--- config.mk ---
export PLATFORM = sky130hd
export DESIGN_NAME = imem_loader
export DESIGN_NICKNAME = d
export VERILOG_FILES = /design/src/rtl/imem_loader_pkg.sv /design/src/rtl/imem_loader_timeout.sv /design/src/rtl/imem_loader.sv
export SDC_FILE = /design/constraint.sdc
export NUM_CORES = 1
export LEC_CHECK = 0
export ABC_AREA = 1
export ABC_CLOCK_PERIOD_IN_PS = 3300
export CORE_MARGIN = 5
export CORE_UTILIZATION = 35
export CTS_BUF_LIST = sky130_fd_sc_hd__clkbuf_8 sky130_fd_sc_hd__clkbuf_16
export DETAILED_ROUTE_END_ITERATION = 10
export GPL_TIMING_DRIVEN = 0
export SYNTH_ARGS = -nofsm -noshare
export SYNTH_HDL_FRONTEND = slang
export SYNTH_HIERARCHICAL = 1
export SYNTH_SLANG_ARGS = --single-unit
--- constraint.sdc ---
create_clock -name clk -period 3.3 [get_ports clk]
set_clock_uncertainty 0.15 [all_clocks]
set_input_delay 0.66 -clock clk [delete_from_list [all_inputs] [get_ports clk]]
set_output_delay 0.66 -clock clk [all_outputs]
set_load 0.02 [all_outputs]
--- src/rtl/imem_loader_pkg.sv ---
// imem_loader_pkg
// Shared definitions for the instruction-memory loader: FSM state encoding
// and the frame geometry (length-field size, bytes per instruction word).
// No ports.
package imem_loader_pkg;

    typedef enum logic [2:0] {
        ST_IDLE,
        ST_LEN_LO,
        ST_LEN_HI,
        ST_DATA,
        ST_DONE,
        ST_ERR
    } state_t;

    localparam int WORD_BYTES = 4;
    localparam int LEN_BYTES  = 2;

endpackage

--- src/rtl/imem_loader_timeout.sv ---
// imem_loader_timeout
// Idle watchdog for the loader. Down-counter reloaded to TIMEOUT_CYCLES on
// every accepted byte; expires when TIMEOUT_CYCLES consecutive enabled
// cycles pass without a reload.
// Ports:
//   clk        system clock
//   rst        synchronous active-high reset
//   load_i     reload the counter (a byte arrived or a frame starts)
//   clr_i      park the counter at zero (no frame in progress)
//   en_i       count this cycle (frame in progress)
//   expired_o  this is the last idle cycle allowed; abort at the next edge
module imem_loader_timeout #(
    parameter int TIMEOUT_CYCLES = 1000000
) (
    input  logic clk,
    input  logic rst,
    input  logic load_i,
    input  logic clr_i,
    input  logic en_i,
    output logic expired_o
);

    localparam int CNT_W = $clog2(TIMEOUT_CYCLES + 1);
    localparam logic [CNT_W-1:0] LOAD_VAL = CNT_W'(TIMEOUT_CYCLES);

    logic [CNT_W-1:0] r_cnt;

    always_ff @(posedge clk) begin
        if (rst) begin
            r_cnt <= '0;
        end else if (load_i) begin
            r_cnt <= LOAD_VAL;
        end else if (clr_i) begin
            r_cnt <= '0;
        end else if (en_i && (r_cnt != '0)) begin
            r_cnt <= r_cnt - CNT_W'(1);
        end
    end

    // Terminal count is 1, not 0: the cycle holding 1 is the N-th idle cycle.
    // A reload in that same cycle wins, so a late byte still rescues the frame.
    assign expired_o = en_i && !load_i && (r_cnt == CNT_W'(1));

endmodule

--- src/rtl/imem_loader.sv ---
// imem_loader
// Writer side of the instruction-memory port. Receives a UART byte stream
// framed as a 2-byte little-endian word count N followed by N little-endian
// 32-bit words, and writes each word to program memory. upg_done_o gates
// instruction fetch in the CPU.
// Ports:
//   clk, rst     system clock, synchronous active-high reset
//   start_i      pulse: begin or restart a load
//   rx_valid_i   pulse: rx_data_i holds a received byte
//   rx_data_i    received byte
//   upg_wen_o    memory write enable, one cycle per word
//   upg_adr_o    word address of the write
//   upg_dat_o    write data
//   upg_done_o   1 = memory not being loaded, CPU may fetch
//   busy_o       a frame is in progress
//   err_o        sticky: last load aborted (bad length or idle timeout)
//
// state     | meaning
// ----------+-----------------------------------------------------------
// ST_IDLE   | no load in progress, CPU may fetch
// ST_LEN_LO | waiting for word count bits [7:0]
// ST_LEN_HI | waiting for word count bits [15:8], then range check
// ST_DATA   | assembling words and writing them out
// ST_DONE   | all N words written, one cycle, then IDLE
// ST_ERR    | frame aborted, one cycle, then IDLE
module imem_loader
    import imem_loader_pkg::*;
#(
    parameter int ADDR_W         = 14,
    parameter int TIMEOUT_CYCLES = 1000000
) (
    input  logic              clk,
    input  logic              rst,
    input  logic              start_i,
    input  logic              rx_valid_i,
    input  logic [7:0]        rx_data_i,
    output logic              upg_wen_o,
    output logic [ADDR_W-1:0] upg_adr_o,
    output logic [31:0]       upg_dat_o,
    output logic              upg_done_o,
    output logic              busy_o,
    output logic              err_o
);

    localparam int LEN_W  = 8 * LEN_BYTES;
    localparam int BCNT_W = $clog2(WORD_BYTES);
    localparam logic [BCNT_W-1:0] LAST_BYTE = BCNT_W'(WORD_BYTES - 1);
    localparam logic [31:0] DEPTH = 32'(1) << ADDR_W;

    state_t            r_state;
    logic [LEN_W-1:0]  r_count;
    logic [ADDR_W:0]   r_widx;    // one extra bit so N = 2^ADDR_W is representable
    logic [BCNT_W-1:0] r_bcnt;
    logic [23:0]       r_asm;     // the three most recent bytes of the current word
    logic              r_wen;
    logic [ADDR_W-1:0] r_adr;
    logic [31:0]       r_dat;
    logic              r_done;
    logic              r_busy;
    logic              r_err;

    logic [LEN_W-1:0]  w_len;
    logic [31:0]       w_word;
    logic              w_len_bad;
    logic              w_frame_full;
    logic              w_expired;
    logic              w_abort;

    assign w_len        = {rx_data_i, r_count[7:0]};
    assign w_word       = {rx_data_i, r_asm};
    assign w_len_bad    = (w_len == '0) || (32'(w_len) > DEPTH);
    assign w_frame_full = (32'(r_widx) == 32'(r_count));

    // The cycle that follows the final write always completes the frame, even
    // if the watchdog happens to expire in that same cycle.
    assign w_abort = w_expired && !((r_state == ST_DATA) && w_frame_full);

    imem_loader_timeout #(
        .TIMEOUT_CYCLES(TIMEOUT_CYCLES)
    ) u_timeout (
        .clk       (clk),
        .rst       (rst),
        .load_i    (start_i || (rx_valid_i && r_busy)),
        .clr_i     (!r_busy),
        .en_i      (r_busy),
        .expired_o (w_expired)
    );

    always_ff @(posedge clk) begin
        if (rst) begin
            r_state <= ST_IDLE;
            r_count <= '0;
            r_widx  <= '0;
            r_bcnt  <= '0;
            r_asm   <= '0;
            r_wen   <= 1'b0;
            r_adr   <= '0;
            r_dat   <= '0;
            r_done  <= 1'b1;
            r_busy  <= 1'b0;
            r_err   <= 1'b0;
        end else begin
            r_wen <= 1'b0;
            if (start_i) begin
                // Restart from any state; a byte in the same cycle is dropped.
                r_state <= ST_LEN_LO;
                r_count <= '0;
                r_widx  <= '0;
                r_bcnt  <= '0;
                r_asm   <= '0;
                r_done  <= 1'b0;
                r_busy  <= 1'b1;
                r_err   <= 1'b0;
            end else if (w_abort) begin
                r_state <= ST_ERR;
                r_done  <= 1'b1;
                r_busy  <= 1'b0;
                r_err   <= 1'b1;
            end else begin
                case (r_state)
                    ST_IDLE: begin
                    end
                    ST_LEN_LO: begin
                        if (rx_valid_i) begin
                            r_count[7:0] <= rx_data_i;
                            r_state      <= ST_LEN_HI;
                        end
                    end
                    ST_LEN_HI: begin
                        if (rx_valid_i) begin
                            r_count <= w_len;
                            if (w_len_bad) begin
                                r_state <= ST_ERR;
                                r_done  <= 1'b1;
                                r_busy  <= 1'b0;
                                r_err   <= 1'b1;
                            end else begin
                                r_state <= ST_DATA;
                            end
                        end
                    end
                    ST_DATA: begin
                        if (w_frame_full) begin
                            r_state <= ST_DONE;
                            r_done  <= 1'b1;
                            r_busy  <= 1'b0;
                        end else if (rx_valid_i) begin
                            r_asm  <= w_word[31:8];
                            r_bcnt <= r_bcnt + BCNT_W'(1);
                            if (r_bcnt == LAST_BYTE) begin
                                r_wen  <= 1'b1;
                                r_adr  <= r_widx[ADDR_W-1:0];
                                r_dat  <= w_word;
                                r_widx <= r_widx + (ADDR_W+1)'(1);
                            end
                        end
                    end
                    ST_DONE: r_state <= ST_IDLE;
                    ST_ERR:  r_state <= ST_IDLE;
                    default: r_state <= ST_IDLE;
                endcase
            end
        end
    end

    assign upg_wen_o  = r_wen;
    assign upg_adr_o  = r_adr;
    assign upg_dat_o  = r_dat;
    assign upg_done_o = r_done;
    assign busy_o     = r_busy;
    assign err_o      = r_err;

endmodule

==> metrics.md, run 1 <==
| Metric | Value |
|---|---|
| Status | completed |
| Final HPWL DP | around 12 mm |
| Least-Margin Pin Slew | 0.633 ns |
| Largest net degree at the start of global routing | 17 |
| Final ANT Viol Nets | 0 |
| H-tree Lvls | 4 |
| Maxcap violations | 0 |
| #FFs+latches synth | 130 |
| Critical Path AT | ~3.2 ns |
| Fraction of layout cells with a size suffix above 1 | a little under a tenth |
| Hold Path Cell Cnt | 2 |
| Setup crit start kind | input port |
| Fin. max-slew vios | 0 |
| CTS tree | built |
| CTS root buffer | clkbuf_16 |
| Placer's final routability congestion estimate | ~0.84 |
| Initial core utilization | 35.9% |
| Met2 WL | around 8.3 mm |
| IR drop worst, VDD | about 0.35 mV |
| Met3 WL | just under 600 um |
| Setup CP Type | in -> reg |
| Hold_sp | r_asm[7] |
| Reg-to-Reg Start | busy_o |
| Period utilization | slightly above 90% |
| Cells after Synth | between 900 and 1k |
| Post-synthesis sequential area ratio | a little over two fifths |
| Initial antenna violation count | 0 |
| Final WL | 16.8 mm |
| Syn Nets | roughly 950 |
| First-pass iteration count of the detailed router | 5 |
| CP max stage delay | a little under 0.5 ns |
| Layout fillers | around 1.8k |
| Overall power consumption | 3.90 mW |
| Hold Path End | r_asm[7] |
| DP Cell Count | ~1.2k |
| Drt initial violations | around 360 |
| Clk sinks | between 100 and 150 |
| Area Growth Syn to Fin | 25.1% |
| Crit Path Max Fanout | 10 |
| Antenna Cells | 0 |
| LEAKAGE | about 3.1 nW |
| Core ar. | 0.0174 mm^2 |
| WHS | 0.306 ns |
| Clock buffer count from CTS | 17 |
| WL/cell | about 13 um |
| Worst R2R Setup Slack | ~0.84 ns |
| Crit path time final | approximately 3 ns |
| Final hold viol count | 0 |
| Global-route wire length before repair | about 28 mm |
| Final setup fails | 0 |
| CP required | around 3.5 ns |
| Hold buffer count at cts | 0 |
| Critical-path top delay cell | clkdlybuf4s50_1 |
| Hold crit path type | reg -> reg |
| Synth Warn # | 6 |
| I/O pin cnt | a little over 60 |
| Die Height | about 140 um |
| Gr usage total | between 10% and 20% |
| Layout Nets | approximately 1.0k |
| Clock transition at path regs | around 0.06 ns |
| Worst setup margin | ~0.25 ns |
| # port buffers | 61 |
| Vias in the first global route | 5,700 |
| Mapped Area | about 0.0063 mm^2 |
| DR top layer | met4 |
| Multi-input gate area | approximately 0.0030 mm^2 |
| Avg Inst Size Synth | between 6 and 7 um^2 |
| Row Count | 48 |
| Sequential cell area | between 0.002 and 0.003 mm^2 |
| CTS max path bufs | 2 |
| Crit-path cells | clkdlybuf4s50_1 > clkinv_2 > clkbuf_2 > o21ai_2 > inv_2 > nand4_1 > nor4_4 > nor2_1 > nand4_1 > buf_4 > nand2_1 > a21oi_1 |
| Unique masters post-synth | 34 |
| Die W | ~140 um |
| FF-to-FF path depth | 11 |
| Max Clk Rate | around 330 MHz |
| Final cell count without fillers | 1,251 |
| Total gr overflow | 0 |
| Latest clock arrival within the worst-skew pair | 0.42 ns |
| Via density | roughly 4.8 |
| PD cells | ~500 mW/mm^2 |
| Die area | 0.0206 mm^2 |
| Most frequent CP cell | nand4_1 |
| Reg-to-reg endpoint | r_widx[4] |
| Via count | roughly 6k |
| Pre-CTS setup slack | -1.10 ns |
| CP endpoint kind | register |
| RSZ-0062 raised after global routing | no |
| DRC violations left | 0 |
| Met1 wire length | around 7.7 mm |
| Max-slew headroom | 57.8% |
[worst max path at each step]
stage	endpoint	slack, ns	startpoint	depth (start not counted)
after global routing	r_asm[14]	0.09	start_i	12
after global placement	r_widx[7]	-1.07	start_i	12
after CTS	r_count[6]	0.04	start_i	13
after floorplan	r_widx[8]	0.31	start_i	12
final	r_widx[12]	0.25	start_i	12
after detailed placement	r_widx[4]	-1.10	start_i	12
[per-stage QoR]
stage,area (um^2),utilization [%],TNS (ns)
2_1_floorplan,6250,-,0
3_3_place_gp,7140,41.0,-104.65
3_5_place_dp,7140,41.0,-106.86
4_1_cts,7800,44.8,0
5_1_grt,7820,44.9,0
6_report,7820,44.9,0
[area by class of cell]
type,instances,share of cell area [%]
multi-input cells,651,38.9
flip-flops and latches,130,33.3
repair buffers,63,8.00
clock buffers,18,5.62
inverters,112,5.42
well taps,225,3.60
plain buffers,38,2.80
clock inverters,14,2.42
[synthesized netlist by cell type]
cell type  count  area (um^2)
nand4_1       55          344
buf_6          4         45.0
nor2_1       174          653
clkbuf_2       2         10.0
and3_1         1         6.26
nand2_2        4         25.0
nand3_1       43          215
xor2_1        10         87.6
inv_2         14         52.6
nor4_1         3         18.8
a21oi_2        1         8.76
nor2_2        10         62.6
buf_1          3         11.3
o21bai_1       3         22.5
nand3_2        6         60.1
o21ai_1       29          145
xnor2_1        1         8.76
nand2_1      216          811
nor2_8         1         20.0
inv_1         95          357
buf_12         1         20.0
nor3_1         9         45.0
inv_4          1         6.26
ha_1           4         50.1
buf_2          9         45.0
o21ai_0       11         55.1
a21oi_1       65          325
nand2_4        1         11.3
dfxtp_1      130         2600
a31oi_1        1         6.26
buf_4          2         15.0
nor2_4         3         33.8
clkbuf_1      17         63.8
clkinv_1       2         7.51
[sequential cells by signal (all words and copies together), names as in the netlist, 2 cells and up]
signal and cells:
upg_dat_o 32, upg_adr_o 14, u_timeout/r_cnt 20, r_state 3, r_count 16, r_widx 15, r_asm 24, r_bcnt 2
[cells in the final DEF, fill, tap and decap left out, drive strengths merged, types with 9 or more instances in the layout]
cell,netlist,routed
xor2,10,10
nand2,221,221
a21oi,66,66
nor3,9,9
o21ai,40,40
buf,19,20
clkdlybuf4s50,0,61
dfxtp,130,130
clkbuf,19,38
inv,110,113
nand4,55,55
nor2,188,188
nand3,49,49
[critical path: cells and delay by family]
family / cells / cell delay, ns
simple gates: 5 / 0.98
compound gates: 2 / 0.26
buf+inv: 5 / 1.33
[cell families (layout without fill, tap and decap cells)]
kind of cell	after synthesis	in the layout	share of synthesized area, %
xor gates and xnor gates	11	11	1.54
buffers and inverters	150	245	10.1
DFF	130	130	41.6
adders and majority gates	4	4	0.801
and+or+nand+nor	526	526	36.9
AOI/OAI and AO/OA	110	110	9.01
[per-layer routing]
metal	up-vias	track usage (%)
li1	3130	-
met1	2774	21.0
met2	86	28.8
met3	13	3.49
met4	0	5.65
met5	-	0
[what timing repair did]
item                                    CTS  global route
setup buffers                             0             2
hold endpoints to repair                  0             0
pin swaps                                 0             2
resized for setup                         9             3
endpoints found under the setup margin  110            55
[where the power goes]
part	internal, mW	switching [mW]	leakage [nW]
Clock	1.28	0.713	0.313
Combinational	0.0997	0.204	1.77
Sequential	1.59	0.0170	1.05
Power figures use the tool's default switching activity.
==> run 2, diff against run 1 <==
--- a/config.mk
+++ b/config.mk
@@ -6,7 +6,7 @@
 export NUM_CORES = 1
 export LEC_CHECK = 0
 export ABC_AREA = 1
-export ABC_CLOCK_PERIOD_IN_PS = 3300
+export ABC_CLOCK_PERIOD_IN_PS = 3700
 export CORE_MARGIN = 5
 export CORE_UTILIZATION = 35
 export CTS_BUF_LIST = sky130_fd_sc_hd__clkbuf_8 sky130_fd_sc_hd__clkbuf_16
==> constraint.sdc (replaced) <==
create_clock -name clk -period 3.7 [get_ports clk]
set_clock_uncertainty 0.15 [all_clocks]
set_input_delay 0.74 -clock clk [delete_from_list [all_inputs] [get_ports clk]]
set_output_delay 0.74 -clock clk [all_outputs]
set_load 0.02 [all_outputs]
==> metrics.md, run 2 (synthesis results as in run 1) <==
| Metric | Value |
|---|---|
| Status | completed |
| Commonest non-fill, non-tap cell in the layout | nand2_1 |
| Hold buffer count at cts | 0 |
| Clk network pwr share | approximately half |
| Via count | roughly 6.0k |
| Setup bufs post-CTS | 0 |
| WHS | ~0.3 ns |
| DRC violations left | 0 |
| Antenna Cells | 0 |
| Hold crit path type | reg -> reg |
| IR drop worst, VDD | approximately 0.32 mV |
| DP Cell Count | 1,217 |
| Layout Nets | between 1k and 1.5k |
| Setup crit start kind | input port |
| Final WL | 16.7 mm |
| Worst R2R Setup Slack | 0.94 ns |
| Setup CP Type | in -> reg |
| CTS max path bufs | 2 |
| Final ANT Viol Nets | 0 |
| Most frequent cells in the layout | nand2_1, nor2_1, dfxtp_1 |
| Hold Path End | r_asm[7] |
| I/O pin cnt | just over 60 |
| Start point of the critical path | start_i |
| Final Util | roughly 45% |
| Latest clock arrival within the worst-skew pair | ~0.42 ns |
| Global-route wire length before repair | around 28 mm |
| CTS tree | built |
| Most frequent CP cell | nand4_1 |
| Area Growth Syn to Fin | 24.7% |
| Clock transition at path regs | about 0.060 ns |
| Clk sinks | 130 |
| Final HPWL DP | 12.4 mm |
| Placer's final routability congestion estimate | approximately 0.84 |
| First-pass iteration count of the detailed router | 6 |
| Least-Margin Pin Slew | about 0.64 ns |
| Critical-path top delay cell | clkdlybuf4s50_1 |
| Psw | about 840 uW |
| Final setup fails | 0 |
| Sw Share | a little under a quarter |
| CP endpoint kind | register |
| Layout fillers | roughly 1.8k |
| Max-slew headroom | 57.6% |
| Period utilization | just over 90% |
| Drt initial violations | 356 |
| Critical Path AT | between 3 and 4 ns |
| CP max stage delay | a little over 0.5 ns |
| Max FFs per register | 32 |
| Die area | about 0.021 mm^2 |
| H-tree Lvls | 4 |
| Reg-to-reg endpoint | r_widx[4] |
| Initial antenna violation count | 0 |
| Maxcap violations | 0 |
| Gr usage total | around 17% |
| Crit path time final | ~3.4 ns |
| Fin. max-slew vios | 0 |
| Share of power burned in registers | between 40% and 50% |
| Hold_sp | r_asm[7] |
| FF-to-FF path depth | 11 |
| Crit Path Max Fanout | 10 |
| CP required | about 3.9 ns |
| Vias in the first global route | between 5k and 6k |
| Die Height | between 100 and 150 um |
| Clock buffer count from CTS | 17 |
| Comb power frac | about 7.8% |
| Core ar. | roughly 0.017 mm^2 |
| Hold Path Cell Cnt | 2 |
| Total gr overflow | 0 |
| Final cell count without fillers | between 1k and 1.5k |
| Max Clk Rate | a little under 300 MHz |
| Fraction of layout cells with a size suffix above 1 | between 9 and 10% |
| LEAKAGE | 3.11 nW |
| Largest net degree at the start of global routing | 17 |
| Via density | between 4 and 5 |
| Reg-to-Reg Start | busy_o |
| Die W | 144 um |
| # port buffers | 61 |
| Initial core utilization | 35.9% |
| PD cells | 447 mW/mm^2 |
| Row Count | 48 |
| Int Power | approximately 2.6 mW |
| Overall power consumption | between 3 and 4 mW |
| Final hold viol count | 0 |
| RSZ-0062 raised after global routing | no |
| WL/cell | roughly 13 um |
| Crit-path cells | clkdlybuf4s50_1 > clkinvlp_4 > clkbuf_2 > o21ai_0 > inv_2 > nand4_1 > nor4_4 > nor2_1 > nand4_1 > buf_2 > nand2_1 > a21oi_1 |
| CTS root buffer | clkbuf_16 |
==> run 2: cell types whose count changed in the layout (fill, tap and decap cells not counted) <==
cell        previous run  this run
buf_1                  1         2
buf_2                  9        10
buf_4                  5         2
clkbuf_4               1         0
clkinv_2               3         2
clkinvlp_4             1         2
o21ai_0               10        11
o21ai_2                1         0
==> run 2: what timing repair did <==
action | CTS | global route
gates resized for setup | 5 | 2
endpoints found under the setup margin | 107 | 10
pin swaps | 0 | 0
gates cloned | 0 | 0
==> run 2: routing by layer <==
layer,wire length (um),vias to the layer above,GRT usage [%]
met5,0,-,0
met2,8200,91,28.7
met4,228,0,5.65
li1,-,3127,-
met3,515,20,3.49
met1,7740,2733,21.0
==> run 2: critical path, delay by kind of cell <==
family | cells | cell delay [ns]
compound gates | 2 | 0.37
simple gates | 5 | 1.01
buf+inv | 5 | 1.48
==> run 2: power groups by stage <==
stage	sequential (mW)	clock (mW)	combinational (mW)
after floorplan	1.46	0	0.188
after global placement	1.46	0	0.264
after detailed placement	1.46	0	0.268
after CTS	1.43	1.81	0.271
after global routing	1.43	1.87	0.310
final	1.43	1.78	0.271
==> run 2: through the flow <==
step | TNS, ns | area [um^2] | setup WS (ns)
3_3_place_gp | -69.45 | 7140 | -0.754
3_5_place_dp | -71.65 | 7140 | -0.785
5_1_grt | 0 | 7800 | 0.0589
2_1_floorplan | 0 | 6250 | 0.635
6_report | 0 | 7800 | 0.259
4_1_cts | 0 | 7790 | 0.131
==> run 2: worst max path at each step <==
stage,endpoint,slack (ns)
after global routing,r_widx[11],0.06
final,r_widx[4],0.26
after CTS,r_widx[4],0.13
after floorplan,r_widx[8],0.63
after detailed placement,r_widx[4],-0.78
after global placement,r_widx[7],-0.75
==> run 2: area by class of cell <==
class	count	area (um^2)	share of cell area (%)
multi-input cells	651	3040	38.9
flip-flops and latches	130	2600	33.4
repair buffers	61	611	7.83
clock buffers	18	439	5.63
inverters	112	427	5.47
well taps	225	282	3.61
plain buffers	38	213	2.73
clock inverters	14	189	2.42
